[src/rtl/kbd_pkg.sv]
// rtl/kbd_pkg.sv - shared ASCII constants and types for the keyboard input merger
package kbd_pkg;

    localparam logic [7:0] ASC_NUL        = 8'h00;
    localparam logic [7:0] ASC_LF         = 8'h0A;
    localparam logic [7:0] ASC_CR         = 8'h0D;
    localparam logic [7:0] ASC_DEL        = 8'h7F;
    localparam logic [7:0] ASC_A_LO       = 8'h61;
    localparam logic [7:0] ASC_Z_LO       = 8'h7A;
    localparam logic [7:0] ASC_CASE_DIFF  = 8'h20;

    // The Apple-1 PIA keyboard register always reads with bit7 set.
    localparam logic [7:0] APPLE_KBD_BIT7 = 8'h80;

    // Result of character normalisation: keep=0 means the byte is swallowed.
    typedef struct packed {
        logic       keep;
        logic [7:0] ch;
    } kbd_xform_t;

endpackage

[src/rtl/kbd_fifo.sv]
// rtl/kbd_fifo.sv - synchronous circular FIFO with push/pop/flush and occupancy count
module kbd_fifo #(
    parameter int DEPTH = 8,
    parameter int WIDTH = 8
) (
    input  logic                     clk,
    input  logic                     rst_n,
    input  logic                     push,
    input  logic [WIDTH-1:0]         wdata,
    input  logic                     pop,
    input  logic                     flush,
    output logic [WIDTH-1:0]         rdata,
    output logic                     full,
    output logic                     empty,
    output logic [$clog2(DEPTH):0]   count
);

    localparam int AW = $clog2(DEPTH);
    localparam int CW = AW + 1;

    logic [WIDTH-1:0] mem_q [DEPTH];
    logic [WIDTH-1:0] mem_d [DEPTH];
    logic [AW-1:0]    rd_ptr_q, rd_ptr_d;
    logic [AW-1:0]    wr_ptr_q, wr_ptr_d;
    logic [CW-1:0]    cnt_q, cnt_d;
    logic             do_push;
    logic             do_pop;

    assign full  = (cnt_q == CW'(DEPTH));
    assign empty = (cnt_q == '0);
    assign count = cnt_q;
    // Empty FIFO presents zero so the consumer sees a clean idle value.
    assign rdata = empty ? '0 : mem_q[rd_ptr_q];

    // Next-state: flush wins; otherwise pop of an empty FIFO is ignored and
    // a push into a full FIFO only lands when a pop frees a slot this cycle.
    always_comb begin
        mem_d    = mem_q;
        rd_ptr_d = rd_ptr_q;
        wr_ptr_d = wr_ptr_q;
        cnt_d    = cnt_q;
        do_pop   = pop & ~empty;
        do_push  = push & (~full | do_pop);
        if (flush) begin
            rd_ptr_d = '0;
            wr_ptr_d = '0;
            cnt_d    = '0;
        end else begin
            if (do_push) begin
                mem_d[wr_ptr_q] = wdata;
                wr_ptr_d        = wr_ptr_q + AW'(1);
            end
            if (do_pop) begin
                rd_ptr_d = rd_ptr_q + AW'(1);
            end
            cnt_d = cnt_q + CW'(do_push) - CW'(do_pop);
        end
    end

    // State register; reset empties the FIFO.
    always_ff @(posedge clk or negedge rst_n) begin
        if (!rst_n) begin
            for (int i = 0; i < DEPTH; i++) begin
                mem_q[i] <= '0;
            end
            rd_ptr_q <= '0;
            wr_ptr_q <= '0;
            cnt_q    <= '0;
        end else begin
            mem_q    <= mem_d;
            rd_ptr_q <= rd_ptr_d;
            wr_ptr_q <= wr_ptr_d;
            cnt_q    <= cnt_d;
        end
    end

endmodule

[src/rtl/kbd_input_merge.sv]
// rtl/kbd_input_merge.sv - round-robin merge of keyboard sources into the Apple-1 keyboard register
module kbd_input_merge
    import kbd_pkg::*;
#(
    parameter int NUM_CH       = 3,
    parameter int FIFO_DEPTH   = 8,
    parameter int DROP_ON_FULL = 0,
    parameter int UPPERCASE    = 1
) (
    input  logic                          clk25,
    input  logic                          rst_n,
    input  logic [NUM_CH-1:0]             ch_valid,
    input  logic [8*NUM_CH-1:0]           ch_data,
    output logic [NUM_CH-1:0]             ch_ready,
    input  logic [NUM_CH-1:0]             ch_enable,
    input  logic                          flush,
    input  logic                          kbd_ack,
    output logic [7:0]                    kbd_data,
    output logic                          kbd_ready,
    output logic [$clog2(FIFO_DEPTH):0]   fifo_count,
    output logic [NUM_CH-1:0]             ovf_flags,
    input  logic                          ovf_clear
);

    localparam int RR_W = (NUM_CH > 1) ? $clog2(NUM_CH) : 1;

    logic [RR_W-1:0]   rr_ptr_q, rr_ptr_d;
    logic [NUM_CH-1:0] ovf_q, ovf_d;

    logic [NUM_CH-1:0] cand;
    logic              win_found;
    logic [RR_W-1:0]   win_idx;
    logic [NUM_CH-1:0] win_onehot;
    logic [7:0]        win_byte;
    kbd_xform_t        xf;

    logic              fifo_full;
    logic              fifo_empty;
    logic [7:0]        fifo_rdata;
    logic              space;
    logic              consume;
    logic              fifo_push;
    logic [NUM_CH-1:0] ovf_set;

    // Normalise a raw source byte to Apple-1 keyboard form.
    function automatic kbd_xform_t kbd_xform(input logic [7:0] raw);
        kbd_xform_t r;
        r.ch = raw & ~APPLE_KBD_BIT7;
        if ((UPPERCASE != 0) && (r.ch >= ASC_A_LO) && (r.ch <= ASC_Z_LO)) begin
            r.ch = r.ch - ASC_CASE_DIFF;
        end
        if (r.ch == ASC_LF) begin
            r.ch = ASC_CR;
        end
        r.keep = (r.ch != ASC_NUL) && (r.ch != ASC_DEL);
        return r;
    endfunction

    assign cand = ch_valid & ch_enable;

    // Round-robin search starting at rr_ptr; first enabled valid channel wins.
    always_comb begin
        int idx;
        idx       = 0;
        win_found = 1'b0;
        win_idx   = '0;
        for (int k = 0; k < NUM_CH; k++) begin
            idx = (int'(rr_ptr_q) + k) % NUM_CH;
            if (!win_found && cand[idx]) begin
                win_found = 1'b1;
                win_idx   = RR_W'(idx);
            end
        end
    end

    assign win_onehot = NUM_CH'(1) << win_idx;
    assign win_byte   = ch_data[8*win_idx +: 8];
    assign xf         = kbd_xform(win_byte);

    // A pop in the same cycle frees a slot, so ack counts as room even when full.
    assign space = ~fifo_full | kbd_ack;

    // Handshake, push and overflow decisions for the winning channel.
    always_comb begin
        ch_ready = '0;
        consume  = 1'b0;
        ovf_set  = '0;
        if (DROP_ON_FULL != 0) begin
            ch_ready = '1;
            consume  = win_found;
            if (win_found && !space && xf.keep) begin
                ovf_set = win_onehot;
            end
        end else begin
            consume = win_found & space;
            if (consume) begin
                ch_ready = win_onehot & {NUM_CH{rst_n}};
            end
        end
        fifo_push = consume & space & xf.keep;
    end

    // Next rr pointer and sticky overflow flags; clear beats a same-cycle set.
    always_comb begin
        rr_ptr_d = rr_ptr_q;
        ovf_d    = ovf_q | ovf_set;
        if (consume) begin
            rr_ptr_d = (win_idx == RR_W'(NUM_CH - 1)) ? '0 : win_idx + RR_W'(1);
        end
        if (ovf_clear) begin
            ovf_d = '0;
        end
    end

    // Arbiter and overflow state registers.
    always_ff @(posedge clk25 or negedge rst_n) begin
        if (!rst_n) begin
            rr_ptr_q <= '0;
            ovf_q    <= '0;
        end else begin
            rr_ptr_q <= rr_ptr_d;
            ovf_q    <= ovf_d;
        end
    end

    kbd_fifo #(
        .DEPTH (FIFO_DEPTH),
        .WIDTH (8)
    ) u_fifo (
        .clk   (clk25),
        .rst_n (rst_n),
        .push  (fifo_push),
        .wdata (xf.ch),
        .pop   (kbd_ack),
        .flush (flush),
        .rdata (fifo_rdata),
        .full  (fifo_full),
        .empty (fifo_empty),
        .count (fifo_count)
    );

    assign kbd_data  = fifo_rdata | APPLE_KBD_BIT7;
    assign kbd_ready = ~fifo_empty;
    assign ovf_flags = (DROP_ON_FULL != 0) ? ovf_q : '0;

endmodule
[config.mk]
export PLATFORM = sky130hd
export DESIGN_NAME = kbd_input_merge
export DESIGN_NICKNAME = d
export VERILOG_FILES = /design/src/rtl/kbd_pkg.sv /design/src/rtl/kbd_fifo.sv /design/src/rtl/kbd_input_merge.sv
export SDC_FILE = /design/constraint.sdc
export NUM_CORES = 1
export LEC_CHECK = 0
export ABC_AREA = 1
export ABC_CLOCK_PERIOD_IN_PS = 3700
export CAP_MARGIN = 30
export CORE_ASPECT_RATIO = 2
export CORE_MARGIN = 4
export CORE_UTILIZATION = 40
export CTS_CLUSTER_SIZE = 14
export DETAILED_ROUTE_END_ITERATION = 10
export GPL_ROUTABILITY_DRIVEN = 0
export SYNTH_ARGS = -nofsm -noshare
export SYNTH_HDL_FRONTEND = slang
export SYNTH_SLANG_ARGS = --single-unit
[constraint.sdc]
create_clock -name clk25 -period 3.7 [get_ports clk25]
set_input_delay 0.74 -clock clk25 [delete_from_list [all_inputs] [get_ports clk25]]
set_output_delay 0.74 -clock clk25 [all_outputs]
set_load 0.02 [all_outputs]
; ---- After elaboration in Yosys (flattened, before gate mapping)
; Index checks and enable logic that the tools add are counted.
[word_totals]
out_inout_bits = 19
word_cells = 94
input_bits = 35
regBits = 76
[classes]
add_sub_neg = 8
muxes = 31
n_shift = 2
n_lt_le_gt_ge = 8
bitwise_logic = 14
n_eq_ne = 4
n_div = 3
reduce_logical = 12
[ops]
columns = operator, n
row1 = $lt A32 B4 Y1 const B, 3
row2 = $bwmux W64, 1
row3 = $mod A32 B3 Y32 const B, 2
row4 = $mod A3 B3 Y32 const B, 1
row5 = $bmux W8 S3, 1
row6 = $demux W8 S3, 1
row7 = $mux W8, 3
row8 = $shiftx A24 B6 Y7, 1
row9 = $mux W7, 3
row10 = $mux W3, 5
row11 = $mux W1, 9
row12 = $eq A8 B4 Y1 const B, 1
row13 = $ge A4 B4 Y1 const B, 2
row14 = $mux W2, 4
row15 = $ne A8 B7 Y1 const B, 1
row16 = $not A3 Y4, 2
row17 = $reduce_bool A8 Y1, 1
row18 = $sub A7 B6 Y8 const B, 1
row19 = $ge A7 B7 Y1 const B, 1
row20 = $le A7 B7 Y1 const B, 1
row21 = $add A3 B1 Y3 const B, 2
row22 = $and A3 B3 Y3, 2
row23 = $bmux W1 S2, 3
row24 = $and A1 B1 Y1, 5
row25 = 17 further kinds, 26

; ---- Longest topological paths before layout
; Gate-level depths: netlist of the first run.
[logic_depth]
depth_word = 24
ltp_mapped = 32
mapped_depth_nobuf = 31

; ---- By module
; From an unflattened synthesis of the first run, not the netlist that was laid out.
[hier_totals]
cells_unflattened = 663
area_unflattened_um2 = 5126.2
[modules_own_cells]
columns = mod, area_each_um2, seq_area_each_um2, n_inst, cells_per_inst
row1 = kbd_fifo, 4110.2, 1851.8, 1, 491
row2 = kbd_input_merge, 1016.0, 50.0, 1, 172

; ---- Worst setup path before layout of the first run
; Ideal clock, no wire load.
[synth_path]
path_type = input-to-reg
start = in ch_valid[1]
end = reg u_fifo.cnt_q[2], in the netlist u_fifo.count[2]
cell_stages = 27
t_arrival_ps = 3668
required_time_ps = 3581
setup_time_ps = 119
slack_ps = -86
n_path_buf = 2
cell_sequence = nand2_1 -> nand2_1 -> nand3_1 -> nand2_1 -> nor2_2 -> nand3_2 -> nand2_4 -> buf_6 -> nand3b_1 -> nand3_2 -> inv_2 -> ha_1 -> nand3_1 -> nor2_1 -> o21ai_2 -> nand2_2 -> nand2_1 -> nand2_4 -> nor2_2 -> nand3_2 -> nand2_2 -> nor2_4 -> buf_2 -> ha_1 -> fa_1 -> xnor2_1 -> nor2_1
[synth_between]
elab_chain_cells = 24
word_cells_on_any_way = 38
classes_between = add/sub (3) / order compare (2) / eq/ne (2) / shift (1) / mux (18) / bitwise (5) / reduce/logical (7)
[synth_lines]
columns = element, line
row1 = "start, declared", kbd_input_merge.sv:12  ; input logic [NUM_CH-1:0] ch_valid,
row2 = $and A3 B3 Y3 (*), kbd_input_merge.sv:59  ; assign cand = ch_valid & ch_enable;
row3 = $bmux W1 S2, kbd_input_merge.sv:69  ; if (!win_found && cand[idx]) begin
row4 = $mux W1 (implied by the code) (2 in series), kbd_input_merge.sv:69
row5 = $mux W1, kbd_input_merge.sv:69
row6 = $logic_not A1 Y1, kbd_input_merge.sv:69
row7 = $logic_and A1 B1 Y1, kbd_input_merge.sv:69
row8 = $mux W1, kbd_input_merge.sv:69
row9 = $logic_not A1 Y1, kbd_input_merge.sv:69
row10 = [... 8 more ...], n/a
row11 = $ne A8 B7 Y1 or $reduce_bool A8 Y1 (tied branches), kbd_input_merge.sv:55  ; r.keep = (r.ch != ASC_NUL) && (r.ch != ASC_DEL);
row12 = $logic_and A1 B1 Y1, kbd_input_merge.sv:55
row13 = $and A1 B1 Y1 (*), kbd_input_merge.sv:100  ; fifo_push = consume & space & xf.keep;
row14 = $and A1 B1 Y1 (*), kbd_fifo.sv:43  ; do_push = push & (~full | do_pop);
row15 = $add A4 B1 Y4 (*), kbd_fifo.sv:56  ; cnt_d = cnt_q + CW'(do_push) - CW'(do_pop);
row16 = $sub A4 B1 Y4 (*), kbd_fifo.sv:56
row17 = $mux W4 (*), kbd_fifo.sv:44  ; if (flush) begin
row18 = via u_fifo.cnt_d[2], kbd_fifo.sv:25  ; logic [CW-1:0] cnt_q, cnt_d;
row19 = "end signal, assigned", kbd_fifo.sv:73  ; cnt_q <= cnt_d;
row20 = "end, declared", kbd_fifo.sv:25
; Mark *: on every way through the listed nets, which the timed path passes. The rest lies on a longest branch. The select of a mux whose other input is x is not followed.
; A chain may end at the register's enable or synchronous reset.

; ---- Final worst setup path of the first run
[layout_path]
start = in ch_enable[2]
end = reg u_fifo.cnt_q[1], in the netlist u_fifo.count[1]
[layout_between]
elab_chain_cells = 24
word_cells_on_any_way = 38
classes_between = add/sub (3) / order compare (2) / eq/ne (2) / shift (1) / mux (18) / bitwise (5) / reduce/logical (7)
[layout_lines]
columns = element, line
row1 = "start, declared", kbd_input_merge.sv:15  ; input logic [NUM_CH-1:0] ch_enable,
row2 = $and A3 B3 Y3 (*), kbd_input_merge.sv:59
row3 = $bmux W1 S2, kbd_input_merge.sv:69
row4 = $mux W1 (implied by the code) (2 in series), kbd_input_merge.sv:69
row5 = $mux W1, kbd_input_merge.sv:69
row6 = $logic_not A1 Y1, kbd_input_merge.sv:69
row7 = $logic_and A1 B1 Y1, kbd_input_merge.sv:69
row8 = $mux W1, kbd_input_merge.sv:69
row9 = $logic_not A1 Y1, kbd_input_merge.sv:69
row10 = [... 8 more ...], n/a
row11 = $ne A8 B7 Y1 or $reduce_bool A8 Y1 (tied branches), kbd_input_merge.sv:55
row12 = $logic_and A1 B1 Y1, kbd_input_merge.sv:55
row13 = $and A1 B1 Y1 (*), kbd_input_merge.sv:100
row14 = $and A1 B1 Y1 (*), kbd_fifo.sv:43
row15 = $add A4 B1 Y4 (*), kbd_fifo.sv:56
row16 = $sub A4 B1 Y4 (*), kbd_fifo.sv:56
row17 = $mux W4 (*), kbd_fifo.sv:44
row18 = via u_fifo.cnt_d[1], kbd_fifo.sv:25
; Marks and branches as above.

==> results of run 1 <==
-- per-stage QoR --
| step | TNS, ns | cells | area, um2 | utilization (%) | hold WS, ns |
|---|---|---|---|---|---|
| after global placement | -34.84 | 793 | 5220 | 49.2 | 0.448 |
| after CTS | 0 | 821 | 5950 | 56.0 | 0.467 |
| after detailed placement | -36.80 | 793 | 5220 | 49.2 | 0.453 |
| after global routing | -3.12 | 838 | 6380 | 60.1 | 0.490 |
| final | 0 | 838 | 6380 | 60.1 | 0.465 |
| after floorplan | -0.0176 | 595 | 4380 | - | 0.437 |
-- registers in the layout, summed over array words and instances, names as in the netlist --
register         flops
u_fifo.rd_ptr_q      3
u_fifo.wr_ptr_q      3
u_fifo.count         4
u_fifo.mem_q        56
rr_ptr_q             2
-- metal layers --
metal | vias to the layer above | share of wire (%)
li1 | 2220 | -
met1 | 2141 | 36
met2 | 120 | 55
met3 | 40 | 3.4
met4 | 0 | 5.4
met5 | - | 0
-- how the worst max path moves through the flow --
| stage | from | endpoint | slack (ns) | cells past startpoint |
|---|---|---|---|---|
| floorplan | ch_valid[1] | u_fifo.count[2]$_DFF_PN0_ | -0.02 | 25 |
| detailed placement | ch_valid[1] | u_fifo.count[2]$_DFF_PN0_ | -0.72 | 25 |
| global route | rr_ptr_q[0]$_DFFE_PN0P_ | u_fifo.count[1]$_DFF_PN0_ | -0.12 | 27 |
| finish | ch_enable[2] | u_fifo.count[1]$_DFF_PN0_ | 0.04 | 24 |
| CTS | rr_ptr_q[0]$_DFFE_PN0P_ | u_fifo.count[1]$_DFF_PN0_ | 0.00002 | 27 |
| global placement | ch_valid[1] | u_fifo.count[2]$_DFF_PN0_ | -0.68 | 25 |
-- area by class of cell --
cell class | count | area, um2
inverter | 42 | 175
clock buffer | 11 | 243
fill | 956 | 4230
clock inverter | 3 | 15.0
sequential | 68 | 1700
multi-input combinational | 454 | 2900
timing repair buffer | 123 | 1170
tap | 137 | 171
-- power breakdown --
group | internal [W] | switching (W)
sequential | 0.000985 | 0.000159
combinational | 0.00224 | 0.00296
clock | 0.000460 | 0.000299
-- cell usage in the layout, fill, tap and decap left out, types with 2 or more instances in the layout --
| cell type | n |
|---|---|
| nor3_4 | 2 |
| nand3_4 | 19 |
| buf_6 | 12 |
| o22ai_1 | 7 |
| nand3_1 | 19 |
| nand2_2 | 19 |
| nand3_2 | 24 |
| o21ai_0 | 43 |
| inv_2 | 10 |
| buf_4 | 59 |
| nand2_1 | 140 |
| nor2_4 | 6 |
| dlygate4sd2_1 | 4 |
| inv_1 | 26 |
| a21oi_1 | 2 |
| nand4_1 | 60 |
| nor2_1 | 60 |
| inv_4 | 5 |
| nor2_2 | 2 |
| clkinv_2 | 3 |
| ha_4 | 6 |
| clkbuf_16 | 11 |
| clkdlybuf4s50_1 | 37 |
| ha_1 | 8 |
| conb_1 | 4 |
| dfrtp_1 | 67 |
| clkdlybuf4s15_1 | 2 |
| nand3b_1 | 2 |
| nand2_4 | 12 |
| buf_12 | 5 |
| o21ai_4 | 2 |
| a31oi_1 | 7 |
-- logic make-up after synthesis --
group / synth area share (%)
adders and majority gates: 4.47
xor gates and xnor gates: 0.201
buffers and inverters: 7.45
AOI/OAI and AO/OA: 8.11
other: 0.172
DFF: 39.0
and+or+nand+nor: 40.6
-- timing repair --
item	in CTS	in global routing
pin swaps	35	26
resized for setup	88	61
gates cloned	0	2
buffers inserted	14	15
hold buffers	0	0
endpoints found under the setup margin	63	63
-- worst max-delay path: stages --
cell	delay, ns
dlygate4sd2_1	0.24
nand2_2	0.12
inv_4	0.07
nand3_2	0.09
nand2_4	0.08
nor2_4	0.17
nand3_2	0.11
nand2_4	0.16
buf_4	0.13
nand3_2	0.08
nand3_4	0.11
buf_4	0.14
nand3_4	0.07
nor2_4	0.10
o21ai_4	0.10
buf_6	0.13
nand3_2	0.08
nand3_2	0.10
nor3_4	0.24
nor2_4	0.07
ha_4	0.16
fa_2	0.51
inv_1	0.04
nor2_1	0.07
==> run_summary.xml, run 1 <==
<?xml version="1.0" encoding="UTF-8"?>
<metrics>
  <group name="sta">
    <metric name="worst_clock_skew" unit="ns">0.00257</metric>
    <metric name="max-slew-margin-rel" unit="%">41.3</metric>
    <metric name="slew_viol_final" unit="">0</metric>
    <metric name="layout_worst_path_cycle_share" unit="%">99.0</metric>
    <metric name="min_period" unit="ns">3.66</metric>
    <metric name="tightestPinTransition" unit="ns">0.881</metric>
    <metric name="hold_violation_count_in_the_final_report" unit="">0</metric>
    <metric name="setup_repair_after_global_routing_missed_its_margin" unit="">true</metric>
    <metric name="max_freq" unit="GHz">0.273</metric>
    <metric name="final_critical_path_setup_slack" unit="ns">0.0372</metric>
    <metric name="timing.final.setup_violations" unit="">0</metric>
  </group>
  <group name="clocking">
    <metric name="clock_tree.buffer_depth" unit="">2</metric>
    <metric name="cts.sink_count" unit="">68</metric>
    <metric name="cts.clk_slew.worst_paths" unit="ns">0.05</metric>
    <metric name="htree_levels" unit="">3</metric>
    <metric name="cts_root_buf" unit="">clkbuf_16</metric>
    <metric name="numCtsBuffers" unit="">9</metric>
    <metric name="cts_tree" unit="">done</metric>
    <metric name="clk-insertion-delay-late" unit="ns">0.33</metric>
  </group>
  <group name="critical_path">
    <metric name="r2r_setup_slack" unit="ns">0.04</metric>
    <metric name="startpoint_kind_of_the_worst_setup_timing_path" unit="">input port</metric>
    <metric name="worst_r2r_startpoint" unit="">rr_ptr_q[0]$_DFFE_PN0P_</metric>
    <metric name="worstSetupEndpointType" unit="">flip-flop</metric>
    <metric name="critical_path_start_end_classification" unit="">input port to flip-flop</metric>
    <metric name="r2r_worst_path_depth" unit="">25</metric>
    <metric name="path_max_fanout" unit="">8</metric>
    <metric name="worst_r2r_endpoint" unit="">u_fifo.count[1]$_DFF_PN0_</metric>
    <metric name="cp_data_required_time" unit="ns">3.96</metric>
    <metric name="cp.arrival" unit="ns">3.93</metric>
  </group>
  <group name="logic_synthesis">
    <metric name="synth.area.top_cells" unit="">dfrtp_1 39%, nand2_1 14%, nand4_1 8.6%</metric>
    <metric name="cell_type_with_the_largest_total_area_after_synthesis" unit="">dfrtp_1</metric>
    <metric name="postSynth.asyncResetShare" unit="%">100</metric>
    <metric name="synth-seq-cells" unit="">68</metric>
    <metric name="number_of_warnings_reported_in_the_yosys_synthesis_log" unit="">0</metric>
    <metric name="syn_area_per_cell" unit="um2">7.36</metric>
    <metric name="ys_dominant_reg_cell" unit="">dfrtp_1</metric>
    <metric name="synth_edf_count" unit="">0</metric>
    <metric name="synth.most_common_cell" unit="">nand2_1</metric>
    <metric name="syn_inst" unit="">593</metric>
    <metric name="synth_area" unit="mm2">0.00436</metric>
    <metric name="yosysUniqueCellTypes" unit="">35</metric>
    <metric name="share_of_synthesized_area_occupied_by_flip_flops_and_latches" unit="%">39.0</metric>
    <metric name="netlist_top_cells_count" unit="">163 x nand2_1, 68 x dfrtp_1, 64 x nor2_1</metric>
    <metric name="synth_top_area_share" unit="%">39.0</metric>
  </group>
  <group name="global_route">
    <metric name="gr-usage-met3" unit="%">3.06</metric>
    <metric name="gr-usage-met1" unit="%">23.2</metric>
    <metric name="global_route_congestion_overflow_total" unit="">0</metric>
    <metric name="first_global_vias" unit="">4561</metric>
    <metric name="largest_net_degree_at_the_start_of_global_routing" unit="">69</metric>
    <metric name="antenna_violations_before_repair" unit="">0</metric>
    <metric name="global_route.peak_usage_layer" unit="">met2</metric>
    <metric name="met2_resource_use_gr" unit="%">39.6</metric>
    <metric name="grt_first_pass_wirelength" unit="um">21700</metric>
    <metric name="track_usage" unit="%">21.8</metric>
  </group>
  <group name="finish">
    <metric name="synthToLayoutAreaGrowth" unit="%">46.1</metric>
    <metric name="post_route_cells_drive_above_1_share" unit="%">29.4</metric>
    <metric name="antenna_cells" unit="">0</metric>
    <metric name="final_stage_net_count" unit="">748</metric>
  </group>
  <group name="route">
    <metric name="route.vias.total" unit="">4521</metric>
    <metric name="detail_route.wirelength" unit="um">13700</metric>
    <metric name="route.detailed.wl_per_inst" unit="um">16.4</metric>
    <metric name="dr.first_iter.drc_count" unit="">346</metric>
    <metric name="detail_route.first_pass.iterations" unit="">4</metric>
    <metric name="drtAntennaViolNets" unit="">0</metric>
    <metric name="post-route-drc-count" unit="">0</metric>
    <metric name="route.detailed.vias_per_inst" unit="">5.39</metric>
  </group>
  <group name="pwr">
    <metric name="leakage" unit="nW">3.09</metric>
    <metric name="irDropWorstVdd" unit="mV">0.672</metric>
    <metric name="power_per_cell_area" unit="mW/mm2">1110</metric>
    <metric name="p_total" unit="W">0.00711</metric>
  </group>
  <group name="die">
    <metric name="die-height" unit="um">156</metric>
    <metric name="die_area" unit="mm2">0.0127</metric>
    <metric name="dieWidth" unit="um">81.9</metric>
    <metric name="floorplan.core_area" unit="mm2">0.0106</metric>
    <metric name="row_count" unit="">53</metric>
    <metric name="design.portCount" unit="">54</metric>
    <metric name="initial_utilization" unit="%">41.1</metric>
  </group>
  <group name="run">
    <metric name="total_of_max_cap_violations" unit="">0</metric>
  </group>
  <group name="place">
    <metric name="dp_hpwl" unit="um">9330</metric>
    <metric name="placement_setup_slack" unit="ns">-0.715</metric>
    <metric name="numPortBuffers" unit="">45</metric>
  </group>
  <group name="status">
    <metric name="run_status" unit="">complete, no violations</metric>
  </group>
  <group name="worst_hold_path">
    <metric name="worstHoldPathType" unit="">flip-flop to flip-flop</metric>
    <metric name="worst_hold_startpoint" unit="">u_fifo.mem_q[51]$_DFFE_PN0P_</metric>
    <metric name="min_path_cells" unit="">2</metric>
    <metric name="timing.hold.worst_endpoint" unit="">u_fifo.mem_q[51]$_DFFE_PN0P_</metric>
  </group>
</metrics>
(Power assumes the default switching activity.)
==> run 2, diff against run 1 <==
--- a/config.mk
+++ b/config.mk
@@ -9,7 +9,7 @@
 export ABC_CLOCK_PERIOD_IN_PS = 3700
 export CAP_MARGIN = 30
 export CORE_ASPECT_RATIO = 2
-export CORE_MARGIN = 4
+export CORE_MARGIN = 5
 export CORE_UTILIZATION = 40
 export CTS_CLUSTER_SIZE = 14
 export DETAILED_ROUTE_END_ITERATION = 10
==> run_summary.xml, run 2 (synthesized netlist as in run 1, its figures left out) <==
<?xml version="1.0" encoding="UTF-8"?>
<metrics>
  <group name="die">
    <metric name="initial_utilization" unit="%">40.4</metric>
    <metric name="floorplan.core_area" unit="mm2">0.0108</metric>
    <metric name="die-height" unit="um">158</metric>
    <metric name="row_count" unit="">54</metric>
    <metric name="die_area" unit="mm2">0.0132</metric>
    <metric name="dieWidth" unit="um">83.9</metric>
    <metric name="design.portCount" unit="">54</metric>
  </group>
  <group name="critical_path">
    <metric name="r2r_setup_slack" unit="ns">0.06</metric>
    <metric name="r2r_worst_path_depth" unit="">26</metric>
    <metric name="cpPeakStageDelay" unit="ns">0.53</metric>
    <metric name="worst_r2r_endpoint" unit="">u_fifo.count[1]$_DFF_PN0_</metric>
    <metric name="cpMaxStageDelayCell" unit="">fa_2</metric>
    <metric name="path_max_fanout" unit="">8</metric>
    <metric name="crit_family" unit="">simple AND/OR/NAND/NOR gates</metric>
    <metric name="critical_path_start_end_classification" unit="">input port to flip-flop</metric>
    <metric name="startpoint_kind_of_the_worst_setup_timing_path" unit="">input port</metric>
    <metric name="cp.arrival" unit="ns">3.92</metric>
    <metric name="cp_data_required_time" unit="ns">3.97</metric>
    <metric name="worstSetupPathDepth" unit="">25</metric>
    <metric name="buf_inv_on_cp" unit="">5</metric>
    <metric name="setup.worst_path.end" unit="">u_fifo.count[1]$_DFF_PN0_</metric>
    <metric name="worstSetupEndpointType" unit="">flip-flop</metric>
    <metric name="startpoint" unit="">ch_enable[0]</metric>
    <metric name="worst_r2r_startpoint" unit="">rr_ptr_q[1]$_DFFE_PN0P_</metric>
    <metric name="cpMostUsedCell" unit="">nand2_2</metric>
  </group>
  <group name="finish">
    <metric name="multi_input_area" unit="mm2">0.00294</metric>
    <metric name="seq_area" unit="mm2">0.00170</metric>
    <metric name="design_area" unit="mm2">0.00646</metric>
    <metric name="leading_cell_type_in_the_layout_fill_and_taps_excluded" unit="">nand2_1</metric>
    <metric name="final-instance-count-excl-fill" unit="">843</metric>
    <metric name="fillerInstances" unit="">972</metric>
    <metric name="post_route_cells_drive_above_1_share" unit="%">31.2</metric>
    <metric name="antenna_cells" unit="">0</metric>
    <metric name="regMostFlops" unit="">u_fifo.mem_q</metric>
    <metric name="synthToLayoutAreaGrowth" unit="%">48.0</metric>
    <metric name="largest_register_ffs" unit="">56</metric>
    <metric name="final_stage_net_count" unit="">748</metric>
    <metric name="layout.cells.most_common_list" unit="">130 x nand2_1, 67 x dfrtp_1, 62 x nor2_1, 62 x buf_4, 60 x nand4_1</metric>
  </group>
  <group name="worst_hold_path">
    <metric name="worstHoldPathType" unit="">flip-flop to flip-flop</metric>
    <metric name="worst_hold_startpoint" unit="">u_fifo.mem_q[49]$_DFFE_PN0P_</metric>
  </group>
  <group name="global_route">
    <metric name="largest_net_degree_at_the_start_of_global_routing" unit="">74</metric>
    <metric name="grt_first_pass_wirelength" unit="um">21300</metric>
    <metric name="track_usage" unit="%">20.4</metric>
    <metric name="antenna_violations_before_repair" unit="">0</metric>
    <metric name="first_global_vias" unit="">4485</metric>
    <metric name="global_route_congestion_overflow_total" unit="">0</metric>
  </group>
  <group name="sta">
    <metric name="tightestPinTransition" unit="ns">0.863</metric>
    <metric name="worst_clock_skew" unit="ns">0.00657</metric>
    <metric name="min_period" unit="ns">3.65</metric>
    <metric name="max_freq" unit="GHz">0.274</metric>
    <metric name="layout_worst_path_cycle_share" unit="%">98.6</metric>
    <metric name="final_critical_path_setup_slack" unit="ns">0.0514</metric>
    <metric name="finalSetupTns" unit="ns">0</metric>
    <metric name="hold_violation_count_in_the_final_report" unit="">0</metric>
    <metric name="setup_repair_after_global_routing_missed_its_margin" unit="">true</metric>
    <metric name="slew_viol_final" unit="">0</metric>
    <metric name="timing.final.setup_violations" unit="">0</metric>
    <metric name="max-slew-margin-rel" unit="%">42.4</metric>
  </group>
  <group name="route">
    <metric name="dr.first_iter.drc_count" unit="">472</metric>
    <metric name="route.detailed.wl_per_inst" unit="um">16.7</metric>
    <metric name="detail_route.wirelength" unit="um">14100</metric>
    <metric name="route.detailed.vias_per_inst" unit="">5.44</metric>
    <metric name="route.vias.total" unit="">4590</metric>
    <metric name="post-route-drc-count" unit="">0</metric>
    <metric name="detail_route.first_pass.iterations" unit="">5</metric>
    <metric name="drtAntennaViolNets" unit="">0</metric>
  </group>
  <group name="clocking">
    <metric name="cts_tree" unit="">done</metric>
    <metric name="htree_levels" unit="">3</metric>
    <metric name="postCtsHoldBufs" unit="">0</metric>
    <metric name="cts.sink_count" unit="">68</metric>
    <metric name="clock_tree.buffer_depth" unit="">2</metric>
    <metric name="numCtsBuffers" unit="">9</metric>
    <metric name="cts_root_buf" unit="">clkbuf_16</metric>
    <metric name="clk-insertion-delay-late" unit="ns">0.34</metric>
    <metric name="cts.clk_slew.worst_paths" unit="ns">0.06</metric>
  </group>
  <group name="pwr">
    <metric name="irDropWorstVdd" unit="mV">0.626</metric>
    <metric name="p_total" unit="W">0.00734</metric>
    <metric name="leakage" unit="nW">3.09</metric>
    <metric name="power_per_cell_area" unit="mW/mm2">1140</metric>
  </group>
  <group name="place">
    <metric name="numPortBuffers" unit="">45</metric>
    <metric name="placed_cell_area" unit="mm2">0.00523</metric>
    <metric name="numPlacedInstances" unit="">797</metric>
    <metric name="placement_setup_slack" unit="ns">-0.691</metric>
    <metric name="dp_hpwl" unit="um">9370</metric>
  </group>
  <group name="run">
    <metric name="total_of_max_cap_violations" unit="">0</metric>
  </group>
  <group name="status">
    <metric name="run_status" unit="">complete, no violations</metric>
  </group>
</metrics>
run 2: area by class of cell:
cell class / instances / share of cell area, %
Clock buffer: 11 / 3.76
Inverter: 42 / 2.63
Clock inverter: 5 / 1.16
Timing Repair Buffer: 123 / 17.9
Sequential cell: 68 / 26.4
Tap cell: 140 / 2.71
Multi-Input combinational cell: 454 / 45.4
run 2: power by group:
part,total (W),switching (W),internal (W)
clock,0.000917,0.000313,0.000604
combinational,0.00528,0.00294,0.00234
sequential,0.00115,0.000163,0.000985
run 2: worst reg2reg max path, cell delays in order, from the launching register on:
cell	delay, ns
dfrtp_2	0.44
ha_4	0.29
inv_6	0.09
nand2_2	0.06
nand3_2	0.08
nand2_4	0.07
nor2_4	0.16
nand3_2	0.13
nand2_4	0.14
buf_4	0.13
nand3_2	0.07
nand3_4	0.10
nand2_2	0.06
inv_2	0.06
nand2_2	0.06
o21ai_4	0.22
nand2_2	0.11
nand2_2	0.09
nand2_4	0.06
nor2_4	0.11
nand3_2	0.08
nand2_2	0.09
nor2_4	0.06
ha_4	0.17
fa_2	0.54
inv_2	0.03
nor2_1	0.07
run 2: worst min-delay path by stage:
stage	depth (start not counted)	to	slack, ns
final	2	u_fifo.mem_q[49]$_DFFE_PN0P_	0.46
after detailed placement	2	u_fifo.mem_q[35]$_DFFE_PN0P_	0.45
after CTS	2	u_fifo.mem_q[35]$_DFFE_PN0P_	0.47
after global placement	2	u_fifo.mem_q[35]$_DFFE_PN0P_	0.45
after global routing	2	u_fifo.mem_q[52]$_DFFE_PN0P_	0.48
after floorplan	0	rr_ptr_q[0]$_DFFE_PN0P_	0.44
run 2: stage by stage:
stage               util, %  hold slack, ns
finish                 59.7           0.464
CTS                    54.5           0.467
detailed placement     48.4           0.454
floorplan                 -           0.437
global placement       48.4           0.448
global route           59.7           0.477
run 2: what timing repair did:
item                                    in CTS  in global routing
gates cloned                                 0                  3
hold endpoints to repair                     0                  0
pin swaps                                   30                 44
endpoints found under the setup margin      62                 63
setup buffers                                8                 19
gates resized for setup                     72                 80
run 2: layer usage:
layer | wire length (um) | GRT usage (%) | vias to the layer above
met5 | 0 | 0 | -
met4 | 608 | 10.4 | 0
met3 | 471 | 2.66 | 39
met2 | 8180 | 40.4 | 132
met1 | 4800 | 20.2 | 2204
li1 | - | - | 2215
